**src/rtl/gzip_block_scheduler_if.sv**
```systemverilog
// Word-stream handshake bundle used on both sides of the block scheduler.
// Master drives data/valid/keep/last, slave drives ready.
interface gzip_block_scheduler_if #(
    parameter int DW = 32
);
    logic            tvalid;
    logic            tready;
    logic [DW-1:0]   tdata;
    logic [DW/8-1:0] tkeep;
    logic            tlast;

    modport master (
        output tvalid, tdata, tkeep, tlast,
        input  tready
    );

    modport slave (
        input  tvalid, tdata, tkeep, tlast,
        output tready
    );
endinterface

```
**src/rtl/gzip_block_scheduler.sv**
```systemverilog
// Slices one compression job into deflate blocks, announces each block
// to the encoder and gates stream words into the compressor.
module gzip_block_scheduler #(
    parameter int DATA_WIDTH = 32,
    parameter int LEN_WIDTH  = 32,
    parameter int BLK_WIDTH  = 16
) (
    input  logic                 core_clock,
    input  logic                 bus_reset,
    input  logic                 cfg_start,
    input  logic                 cfg_abort,
    input  logic [1:0]           cfg_btype,
    input  logic [LEN_WIDTH-1:0] cfg_total_bytes,
    input  logic [BLK_WIDTH-1:0] cfg_block_bytes,
    gzip_block_scheduler_if.slave  s,
    gzip_block_scheduler_if.master m,
    output logic                 blk_start,
    output logic [1:0]           blk_btype,
    output logic                 blk_final,
    input  logic                 blk_done,
    output logic                 busy,
    output logic                 done,
    output logic                 aborted,
    output logic                 err_btype,
    output logic [15:0]          blk_count
);

    typedef enum logic [1:0] {
        IDLE,
        BLK_HDR,
        STREAM,
        WAIT_DONE
    } state_t;

    localparam int KW = DATA_WIDTH / 8;

    state_t               state_q;
    logic [LEN_WIDTH-1:0] tot_q;
    logic [BLK_WIDTH-1:0] blk_q;
    logic [BLK_WIDTH-1:0] eff_q;

    logic [BLK_WIDTH-1:0] eff_d;
    logic [LEN_WIDTH-1:0] hdr_tot;
    logic [BLK_WIDTH-1:0] hdr_eff;
    logic [2:0]           nbytes;
    logic [KW-1:0]        keep_d;
    logic                 in_stream;
    logic                 last_d;
    logic                 hs;

    // Block size rounded down to whole words, never zero.
    always_comb begin
        eff_d = cfg_block_bytes & ~BLK_WIDTH'(3);
        if (cfg_block_bytes == '0) begin
            eff_d = BLK_WIDTH'(65532);
        end else if (eff_d == '0) begin
            eff_d = BLK_WIDTH'(4);
        end
    end

    // Header values come from the inputs on the first block of a job.
    always_comb begin
        hdr_tot = tot_q;
        hdr_eff = eff_q;
        if (state_q == IDLE) begin
            hdr_tot = cfg_total_bytes;
            hdr_eff = eff_d;
        end
    end

    // Byte count of the current word and its keep mask / block end.
    always_comb begin
        in_stream = (state_q == STREAM);
        nbytes    = (tot_q >= LEN_WIDTH'(4)) ? 3'd4 : tot_q[2:0];
        keep_d    = '0;
        unique case (nbytes)
            3'd4:    keep_d = 4'b1111;
            3'd3:    keep_d = 4'b1110;
            3'd2:    keep_d = 4'b1100;
            3'd1:    keep_d = 4'b1000;
            default: keep_d = 4'b0000;
        endcase
        last_d = (blk_q <= BLK_WIDTH'(4)) || (tot_q <= LEN_WIDTH'(4));
        hs     = in_stream && s.tvalid && m.tready;
    end

    // Pass-through of the word stream, gated to STREAM.
    always_comb begin
        m.tvalid = in_stream && s.tvalid;
        s.tready = in_stream && m.tready;
        m.tdata  = in_stream ? s.tdata : '0;
        m.tkeep  = in_stream ? keep_d : '0;
        m.tlast  = in_stream && last_d;
    end

    // Job sequencer with registered status and block outputs.
    always_ff @(posedge core_clock or posedge bus_reset) begin
        if (bus_reset) begin
            state_q   <= IDLE;
            tot_q     <= '0;
            blk_q     <= '0;
            eff_q     <= '0;
            blk_start <= 1'b0;
            blk_btype <= 2'b00;
            blk_final <= 1'b0;
            busy      <= 1'b0;
            done      <= 1'b0;
            aborted   <= 1'b0;
            err_btype <= 1'b0;
            blk_count <= '0;
        end else begin
            blk_start <= 1'b0;
            done      <= 1'b0;
            aborted   <= 1'b0;
            err_btype <= 1'b0;
            if (state_q != IDLE && cfg_abort) begin
                state_q <= IDLE;
                busy    <= 1'b0;
                aborted <= 1'b1;
            end else begin
                unique case (state_q)
                    IDLE: begin
                        if (cfg_start && !cfg_abort) begin
                            if (cfg_btype[1]) begin
                                err_btype <= 1'b1;
                            end else begin
                                blk_btype <= cfg_btype;
                                eff_q     <= eff_d;
                                tot_q     <= cfg_total_bytes;
                                blk_count <= 16'd1;
                                state_q   <= BLK_HDR;
                                busy      <= 1'b1;
                                blk_start <= 1'b1;
                                blk_final <= hdr_tot <= LEN_WIDTH'(hdr_eff);
                                blk_q     <= hdr_eff;
                            end
                        end
                    end
                    BLK_HDR: begin
                        state_q <= (tot_q == '0) ? WAIT_DONE : STREAM;
                    end
                    STREAM: begin
                        if (hs) begin
                            tot_q <= tot_q - LEN_WIDTH'(nbytes);
                            blk_q <= blk_q - BLK_WIDTH'(nbytes);
                            if (last_d) begin
                                state_q <= WAIT_DONE;
                            end
                        end
                    end
                    WAIT_DONE: begin
                        if (blk_done) begin
                            if (blk_final) begin
                                done    <= 1'b1;
                                busy    <= 1'b0;
                                state_q <= IDLE;
                            end else begin
                                blk_count <= blk_count + 16'd1;
                                state_q   <= BLK_HDR;
                                blk_start <= 1'b1;
                                blk_final <= hdr_tot <= LEN_WIDTH'(hdr_eff);
                                blk_q     <= hdr_eff;
                            end
                        end
                    end
                    default: state_q <= IDLE;
                endcase
            end
        end
    end

endmodule

```
**src/flat_wrapper.sv**
```systemverilog
// flat-port wrapper written by rule: the top's interface ports become plain ports
module gzip_block_scheduler_flat 
#(
    parameter int DATA_WIDTH = 32,
    parameter int LEN_WIDTH  = 32,
    parameter int BLK_WIDTH  = 16
)
  (core_clock, bus_reset, cfg_start, cfg_abort, cfg_btype, cfg_total_bytes, cfg_block_bytes, blk_start, blk_btype, blk_final, blk_done, busy, done, aborted, err_btype, blk_count, s_tvalid, s_tdata, s_tkeep, s_tlast, s_tready, m_tvalid, m_tdata, m_tkeep, m_tlast, m_tready);
  gzip_block_scheduler_if #(.DW(32)) s_i ();
  gzip_block_scheduler_if #(.DW(32)) m_i ();
  input  logic core_clock;
  input  logic bus_reset;
  input  logic cfg_start;
  input  logic cfg_abort;
  input  logic [1:0] cfg_btype;
  input  logic [LEN_WIDTH-1:0] cfg_total_bytes;
  input  logic [BLK_WIDTH-1:0] cfg_block_bytes;
  output logic blk_start;
  output logic [1:0] blk_btype;
  output logic blk_final;
  input  logic blk_done;
  output logic busy;
  output logic done;
  output logic aborted;
  output logic err_btype;
  output logic [15:0] blk_count;
  input wire logic [$bits(s_i.tvalid)-1:0] s_tvalid;
  input wire logic [$bits(s_i.tdata)-1:0] s_tdata;
  input wire logic [$bits(s_i.tkeep)-1:0] s_tkeep;
  input wire logic [$bits(s_i.tlast)-1:0] s_tlast;
  output wire logic [$bits(s_i.tready)-1:0] s_tready;
  output wire logic [$bits(m_i.tvalid)-1:0] m_tvalid;
  output wire logic [$bits(m_i.tdata)-1:0] m_tdata;
  output wire logic [$bits(m_i.tkeep)-1:0] m_tkeep;
  output wire logic [$bits(m_i.tlast)-1:0] m_tlast;
  input wire logic [$bits(m_i.tready)-1:0] m_tready;
  assign s_i.tvalid = s_tvalid;
  assign s_i.tdata = s_tdata;
  assign s_i.tkeep = s_tkeep;
  assign s_i.tlast = s_tlast;
  assign s_tready = s_i.tready;
  assign m_tvalid = m_i.tvalid;
  assign m_tdata = m_i.tdata;
  assign m_tkeep = m_i.tkeep;
  assign m_tlast = m_i.tlast;
  assign m_i.tready = m_tready;
  gzip_block_scheduler #(.DATA_WIDTH(DATA_WIDTH), .LEN_WIDTH(LEN_WIDTH), .BLK_WIDTH(BLK_WIDTH)) u_core (.core_clock(core_clock), .bus_reset(bus_reset), .cfg_start(cfg_start), .cfg_abort(cfg_abort), .cfg_btype(cfg_btype), .cfg_total_bytes(cfg_total_bytes), .cfg_block_bytes(cfg_block_bytes), .s(s_i), .m(m_i), .blk_start(blk_start), .blk_btype(blk_btype), .blk_final(blk_final), .blk_done(blk_done), .busy(busy), .done(done), .aborted(aborted), .err_btype(err_btype), .blk_count(blk_count));
endmodule
```
**config.mk**
```make
export PLATFORM = sky130hd
export DESIGN_NAME = gzip_block_scheduler_flat
export DESIGN_NICKNAME = d
export VERILOG_FILES = /design/src/rtl/gzip_block_scheduler_if.sv /design/src/rtl/gzip_block_scheduler.sv /design/src/flat_wrapper.sv
export SDC_FILE = /design/constraint.sdc
export NUM_CORES = 1
export LEC_CHECK = 0
export BUFFER_PORTS_ARGS = -buffer_cell sky130_fd_sc_hd__buf_4
export CORE_ASPECT_RATIO = 0.7
export CORE_MARGIN = 4
export CORE_UTILIZATION = 55
export DETAILED_ROUTE_END_ITERATION = 8
export GPL_TIMING_DRIVEN = 0
export PLACE_DENSITY = 0.93
export RECOVER_POWER = 50
export REMOVE_ABC_BUFFERS = 1
export SETUP_SLACK_MARGIN = 0.3
export SYNTH_ARGS = -nofsm -noshare
export SYNTH_HDL_FRONTEND = slang
export SYNTH_SLANG_ARGS = --single-unit
```
**constraint.sdc**
```tcl
create_clock -name core_clock -period 4.9 [get_ports core_clock]
set_input_delay 0.245 -clock core_clock [delete_from_list [all_inputs] [get_ports core_clock]]
set_output_delay 0.245 -clock core_clock [all_outputs]
set_load 0.01 [all_outputs]
```
Yosys cells after proc, flatten, opt, wreduce, memory -nomap -nowiden
Index checks and enable logic that the tools add are counted.
{"block": "word_totals", "register_bits": 89, "inputBits": 94, "output_inout_bits": 63, "elab_cells": 121}
{"block": "classes", "add_sub_neg": 3, "n_lt_le_gt_ge": 4, "eq_ne": 18, "mux": 58, "n_bitwise": 2, "n_reduce_logical": 24}
{"op": "16-bit two-way mux", "count": 12}
{"op": "32-bit two-way mux", "count": 5}
{"op": "32-bit one-hot mux with 2 select lines", "count": 1}
{"op": "16-bit one-hot mux with 3 select lines", "count": 1}
{"op": "32-bit by 3-bit >= comparator with 1-bit output, second input constant", "count": 1}
{"op": "32-bit by 16-bit <= comparator with 1-bit output", "count": 1}
{"op": "32-bit by 3-bit <= comparator with 1-bit output, second input constant", "count": 1}
{"op": "16-bit zero test", "count": 2}
{"op": "32-bit zero test", "count": 1}
{"op": "16-bit one-hot mux with 2 select lines", "count": 1}
{"op": "32-bit by 3-bit subtractor with 32-bit output", "count": 1}
{"op": "1-bit two-way mux", "count": 25}
{"op": "5-bit AND reduction", "count": 4}
{"op": "16-bit by 1-bit adder with 16-bit output, second input constant", "count": 1}
{"op": "16-bit by 3-bit <= comparator with 1-bit output, second input constant", "count": 1}
{"op": "4-bit one-hot mux with 4 select lines", "count": 1}
{"op": "16-bit by 3-bit subtractor with 16-bit output", "count": 1}
{"op": "2-bit two-way mux", "count": 6}
{"op": "3-bit != test, second input constant", "count": 4}
{"op": "2-bit != test, second input constant", "count": 5}
{"op": "2-bit one-hot mux with 4 select lines", "count": 1}
{"op": "7-bit AND reduction", "count": 1}
{"op": "3-bit by 2-bit equality test with 1-bit output, second input constant", "count": 2}
{"op": "1-bit logical AND", "count": 6}
{"op": "17 further kinds", "count": 24}

Depth between registers and ports, before layout
{"block": "logic_depth", "ltp_word": 8, "depth_mapped": 14}

Least setup slack after synthesis
Ideal clock, no wire load.
{"block": "synth_timing", "path_kind": "register -> register", "from": "register u_core.tot_q[16]", "to": "register u_core.blk_q[10]", "setup_ps": 126, "t_arrival_ps": 3690, "required_ps": 4774, "setup_slack_ps": 1084, "path_stages_with_launch": 14, "period_less_slack_ps": 3816, "path_cell_list": "dfrtp_1 or3_1 buf_2 or4b_4 buf_6 nor4_4 buf_6 and2_1 ha_1 fa_1 inv_1 maj3_1 or2_2 a311o_1"}
{"block": "synth_via", "elab_chain_cells": 5}
{"item": "from (decl)", "line_no": "gzip_block_scheduler.sv:38", "rtl": "logic [LEN_WIDTH-1:0] tot_q;"}
{"item": "from (signal assigned)", "line_no": "gzip_block_scheduler.sv:129", "rtl": "tot_q <= cfg_total_bytes;"}
{"item": "from (signal assigned)", "line_no": "gzip_block_scheduler.sv:144", "rtl": "tot_q <= tot_q - LEN_WIDTH'(nbytes);"}
{"item": "32-bit by 3-bit >= comparator with 1-bit output", "line_no": "gzip_block_scheduler.sv:74", "rtl": "nbytes = (tot_q >= LEN_WIDTH'(4)) ? 3'd4 : tot_q[2:0];"}
{"item": "3-bit two-way mux", "line_no": "gzip_block_scheduler.sv:74"}
{"item": "16-bit by 3-bit subtractor with 16-bit output", "line_no": "gzip_block_scheduler.sv:145", "rtl": "blk_q <= blk_q - BLK_WIDTH'(nbytes);"}
{"item": "16-bit two-way mux", "line_no": "gzip_block_scheduler.sv:143", "rtl": "if (hs) begin"}
{"item": "16-bit one-hot mux with 3 select lines", "line_no": "gzip_block_scheduler.sv:121", "rtl": "unique case (state_q)"}
{"item": "to (signal assigned)", "line_no": "gzip_block_scheduler.sv:135", "rtl": "blk_q <= hdr_eff;"}
{"item": "to (signal assigned)", "line_no": "gzip_block_scheduler.sv:145"}
{"item": "to (signal assigned)", "line_no": "gzip_block_scheduler.sv:162", "rtl": "blk_q <= hdr_eff;"}
{"item": "to (decl)", "line_no": "gzip_block_scheduler.sv:39", "rtl": "logic [BLK_WIDTH-1:0] blk_q;"}
Every way passes these cells. The select of a mux whose other input is x is not followed.
A chain may end at the register's enable or synchronous reset.

Worst setup path in the final report
{"block": "layout_timing", "from": "register u_core.state_q[0]", "to": "register u_core.tot_q[28]"}
{"block": "layout_via", "elab_chain_cells": 5}
{"item": "from (decl)", "line_no": "gzip_block_scheduler.sv:37", "rtl": "state_t state_q;"}
{"item": "from (signal assigned)", "line_no": "gzip_block_scheduler.sv:140", "rtl": "state_q <= (tot_q == '0) ? WAIT_DONE : STREAM;"}
{"item": "2-bit equality test", "line_no": "gzip_block_scheduler.sv:73, gzip_block_scheduler.sv:121"}
{"item": "1-bit logical AND (2 in a row)", "line_no": "gzip_block_scheduler.sv:84", "rtl": "hs = in_stream && s.tvalid && m.tready;"}
{"item": "2-bit != test (no line)"}
{"item": "5-bit AND reduction (no line)"}
Several ways; a longest one is shown, not always the timed one.

==> out/qor.json <==
{
  "outcome": {"value": "finished, violations left"},
  "violations_in_the_final_reports": {"value": "max-capacitance violations, max-slew violations"},
  "critPathRequiredTime": {"value": 5.13, "unit": "ns"},
  "grt_max_degree": {"value": 105},
  "tritoncts_buffer_count": {"value": 9},
  "initialDrtViolationCount": {"value": 902},
  "cts.reportedPaths.clkPinSlew": {"value": 0.07, "unit": "ns"},
  "drcViolationCount": {"value": 0},
  "synth.lib_cells_used.distinct": {"value": 75},
  "power.ir.vdd_worst": {"value": 0.000272, "unit": "V"},
  "fin_util": {"value": 0.694},
  "detailroute.via_count": {"value": 6773},
  "post_cts_resize_count": {"value": 0},
  "finalCriticalPeriod": {"value": 4.12, "unit": "ns"},
  "tns": {"value": 0, "unit": "ns"},
  "number_of_synthesized_register_bits": {"value": 87},
  "final-hold-violation-count": {"value": 0},
  "min_delay_path_depth": {"value": 3},
  "main_synth_ff_type": {"value": "sky130_fd_sc_hd__dfrtp_1"},
  "grt_use_total": {"value": 0.282},
  "grt.overflow.total": {"value": 0},
  "reg_to_reg_slack_setup": {"value": 0.78, "unit": "ns"},
  "fin_hold_ws": {"value": 0.116, "unit": "ns"},
  "clock_latency": {"value": 0.36, "unit": "ns"},
  "stdcell_count": {"value": 1050},
  "holdCritPathClass": {"value": "in2reg"},
  "post_synth_fa_ha_maj_area_fraction": {"value": 0.0525},
  "start_kind": {"value": "flop"},
  "number_of_i_o_pins": {"value": 157},
  "clock-skew-final": {"value": 0.0109, "unit": "ns"},
  "hpwl": {"value": 13600, "unit": "µm"},
  "synth_async_sr_flop_share": {"value": 1.00},
  "powerDensity": {"value": 543, "unit": "nW/µm²"},
  "crit_fanout": {"value": 51},
  "drt.antenna.violating_nets": {"value": 0},
  "clk_root_buffer_cell": {"value": "sky130_fd_sc_hd__clkbuf_16"},
  "timing_worst_slew_pin_value": {"value": 2.83, "unit": "ns"},
  "drive_above_1_share": {"value": 0.194},
  "synthesis.area_per_instance": {"value": 8.16, "unit": "µm²"},
  "synthesis.area": {"value": 6320, "unit": "µm²"},
  "final.setup.worst_slack": {"value": 0.778, "unit": "ns"},
  "leakagePower": {"value": 3.32, "unit": "nW"},
  "drv_slew": {"value": 62},
  "numPortBuffers": {"value": 150},
  "synth-xor-area-share": {"value": 0.0208},
  "htree_depth": {"value": 3},
  "antennaDiodeCount": {"value": 0},
  "synth_seq_area_share": {"value": 0.344},
  "synth_simple_gate_area_frac": {"value": 0.261},
  "cp.arrival": {"value": 4.36, "unit": "ns"},
  "layout.nets": {"value": 1010},
  "starting_density": {"value": 0.568},
  "hold_path_end": {"value": "u_core.tot_q[21]$_DFFE_PP0P_"},
  "worstSetupEndpointType": {"value": "flop"},
  "synth_edf_count": {"value": 0},
  "yosys_warnings": {"value": 0},
  "r2r-end": {"value": "u_core.tot_q[28]$_DFFE_PP0P_"},
  "via_density": {"value": 6.45},
  "tritoncts": {"value": "built"},
  "dieHeight": {"value": 97.7, "unit": "µm"},
  "rows": {"value": 32},
  "post_syn_instances": {"value": 775},
  "first_pass_iters": {"value": 6},
  "grt_pass1_vias": {"value": 6160},
  "reg2reg_depth": {"value": 8},
  "timing.max_slew.rel_slack": {"value": -0.885},
  "synth_compound_area_frac": {"value": 0.236},
  "timing.final.setup_violations": {"value": 0},
  "sink_count": {"value": 87},
  "critical_path.reg2reg.startpoint": {"value": "u_core.state_q[0]$_DFFE_PP0P_"},
  "rsz_0062_raised_after_global_routing": {"value": "false"},
  "preCtsSetupSlack": {"value": 0.477, "unit": "ns"},
  "cts-root-to-sink-buffers": {"value": 2},
  "grt_first_pass_wirelength": {"value": 30600, "unit": "µm"},
  "core-area": {"value": 11100, "unit": "µm²"},
  "place_congestion": {"value": 0.945},
  "min_period_over_period": {"value": 0.841},
  "cap_viol_max_count": {"value": 1},
  "timing.hold.worst.start": {"value": "cfg_total_bytes[21]"},
  "post_synth_mux_area_share": {"value": 0.0344},
  "drt-total-wl": {"value": 19000, "unit": "µm"},
  "fill_cells": {"value": 858},
  "worst_path_class_setup": {"value": "reg2reg"},
  "die_area": {"value": 13300, "unit": "µm²"},
  "main_combinational_cell_family_by_area_after_synthesis": {"value": "simple AND/OR/NAND/NOR gates"},
  "grt_antenna_before_repair": {"value": 0},
  "area.growth.synth_to_final": {"value": 22.2, "unit": "%"},
  "post-place-cells": {"value": 1029},
  "overall_die_width": {"value": 136, "unit": "µm"},
  "wire_per_inst": {"value": 18.1, "unit": "µm"},
  "timing.fmax": {"value": 0.243, "unit": "GHz"}
}
-- sequential cells by signal, summed over array words and instances, names as in the netlist, 2 cells and up --
signal / count
u_core.tot_q: 32
u_core.blk_count: 16
u_core.blk_q: 16
u_core.eff_q: 14
u_core.state_q: 2
-- metal layers --
layer | global-route usage | vias up | wire (µm)
li1 | - | 3108 | -
met1 | 0.402 | 3168 | 7750
met2 | 0.417 | 447 | 8520
met3 | 0.0751 | 50 | 2320
met4 | 0.0868 | 0 | 391
met5 | 0 | - | 0
-- where the power goes --
| group | switching, mW | internal [mW] |
|---|---|---|
| clock network | 0.325 | 0.355 |
| logic | 1.27 | 0.904 |
| registers | 0.343 | 1.00 |
| total | 1.93 | 2.26 |
-- cell usage in the layout, fill, tap and decap left out, types with 18 or more instances in the layout --
master / netlist / layout
sky130_fd_sc_hd__buf_4: 1 / 125
sky130_fd_sc_hd__dfrtp_1: 87 / 87
sky130_fd_sc_hd__nor2_1: 87 / 86
sky130_fd_sc_hd__a21oi_1: 68 / 68
sky130_fd_sc_hd__nand2_1: 65 / 65
sky130_fd_sc_hd__and2_1: 37 / 36
sky130_fd_sc_hd__o21ai_0: 33 / 33
sky130_fd_sc_hd__clkbuf_1: 45 / 29
sky130_fd_sc_hd__nor3_1: 26 / 25
sky130_fd_sc_hd__ha_1: 23 / 21
sky130_fd_sc_hd__inv_1: 21 / 20
sky130_fd_sc_hd__nor4_1: 19 / 18
sky130_fd_sc_hd__o211ai_1: 18 / 18
sky130_fd_sc_hd__nand3_1: 18 / 18
-- cell usage after synthesis (all sizes together), types with 3 or more instances --
library cell | number | area (µm²)
o41ai | 3 | 26.3
and2 | 37 | 231
nand4 | 15 | 93.8
dfrtp | 87 | 2180
o211ai | 18 | 135
and4 | 3 | 26.3
or2 | 3 | 18.8
a31oi | 13 | 81.3
o311ai | 3 | 26.3
mux2 | 14 | 158
nand2 | 65 | 244
nand2b | 6 | 37.5
nor4 | 20 | 140
or3 | 13 | 81.3
a2bb2oi | 3 | 26.3
a41oi | 3 | 26.3
and3 | 5 | 31.3
buf | 10 | 66.3
o31ai | 3 | 22.5
xnor2 | 7 | 61.3
nor2 | 87 | 327
clkbuf | 45 | 169
a211oi | 5 | 37.5
nand3b | 6 | 45.0
inv | 21 | 78.8
mux2i | 6 | 60.1
a211o | 3 | 26.3
nor3 | 26 | 130
a311oi | 3 | 26.3
xor2 | 8 | 70.1
nor2b | 5 | 31.3
o2111a | 3 | 33.8
o21ai | 34 | 170
a21o | 11 | 82.6
or4 | 6 | 45.0
o21a | 4 | 30.0
nand3 | 18 | 90.1
a21oi | 68 | 340
o22ai | 17 | 106
o2111ai | 5 | 43.8
ha | 23 | 288
-- area by class of cell --
class                      instances  area [µm²]  share of cell area
tap                              153         191              0.0248
multi-input combinational        612        3860               0.500
sequential                        87        2180               0.282
timing repair buffer             160        1120               0.145
clock inverter                     7        63.8             0.00826
clock buffer                       9         225              0.0292
inverter                          22        83.8              0.0109
-- cells by family (layout without fill, tap and decap cells) --
| family | after synthesis | count (layout) |
|---|---|---|
| simple gates | 323 | 323 |
| compound gates | 226 | 226 |
| flops | 87 | 87 |
| buf+inv | 77 | 198 |
| fa+ha+maj | 26 | 26 |
| mux | 20 | 20 |
| xor+xnor | 15 | 15 |
| other cells | 1 | 2 |
-- worst max-delay path by stage --
stage                                   from                               to  slack, ns  cells after the start
6_report       u_core.state_q[0]$_DFFE_PP0P_     u_core.tot_q[28]$_DFFE_PP0P_       0.78                      8
4_1_cts         u_core.tot_q[16]$_DFFE_PP0P_     u_core.blk_q[12]$_DFFE_PP0P_       0.46                     10
2_1_floorplan  u_core.state_q[0]$_DFFE_PP0P_  u_core.blk_btype[0]$_DFFE_PP0P_       0.42                      5
3_5_place_dp    u_core.tot_q[16]$_DFFE_PP0P_     u_core.blk_q[10]$_DFFE_PP0P_       0.48                     10
5_1_grt                            bus_reset      u_core.eff_q[6]$_DFFE_PP0P_       0.28                      4
3_3_place_gp   u_core.state_q[0]$_DFFE_PP0P_      u_core.tot_q[3]$_DFFE_PP0P_      -1.57                      8
-- metrics by stage --
step | power, mW | instance area, µm²
global route | 4.49 | 7720
detailed placement | 3.46 | 7520
floorplan | 2.74 | 6090
finish | 4.20 | 7720
global placement | 3.35 | 7410
CTS | 4.16 | 7820
-- worst max-delay path, stage by stage, from the launching register on --
cell	delay, ns
sky130_fd_sc_hd__dfrtp_1	0.40
sky130_fd_sc_hd__inv_1	0.18
sky130_fd_sc_hd__ha_2	0.88
sky130_fd_sc_hd__clkinv_1	0.79
sky130_fd_sc_hd__o221ai_2	0.80
sky130_fd_sc_hd__buf_8	0.24
sky130_fd_sc_hd__nor2_1	0.21
sky130_fd_sc_hd__a221oi_1	0.36
sky130_fd_sc_hd__nand3_1	0.11
-- timing repair --
action,in CTS,in global routing
setup endpoints to repair,0,2
hold buffers,1,0
hold endpoints to repair,26,0
buffers inserted,0,4
No activity file was read; power rests on OpenSTA's default activity.
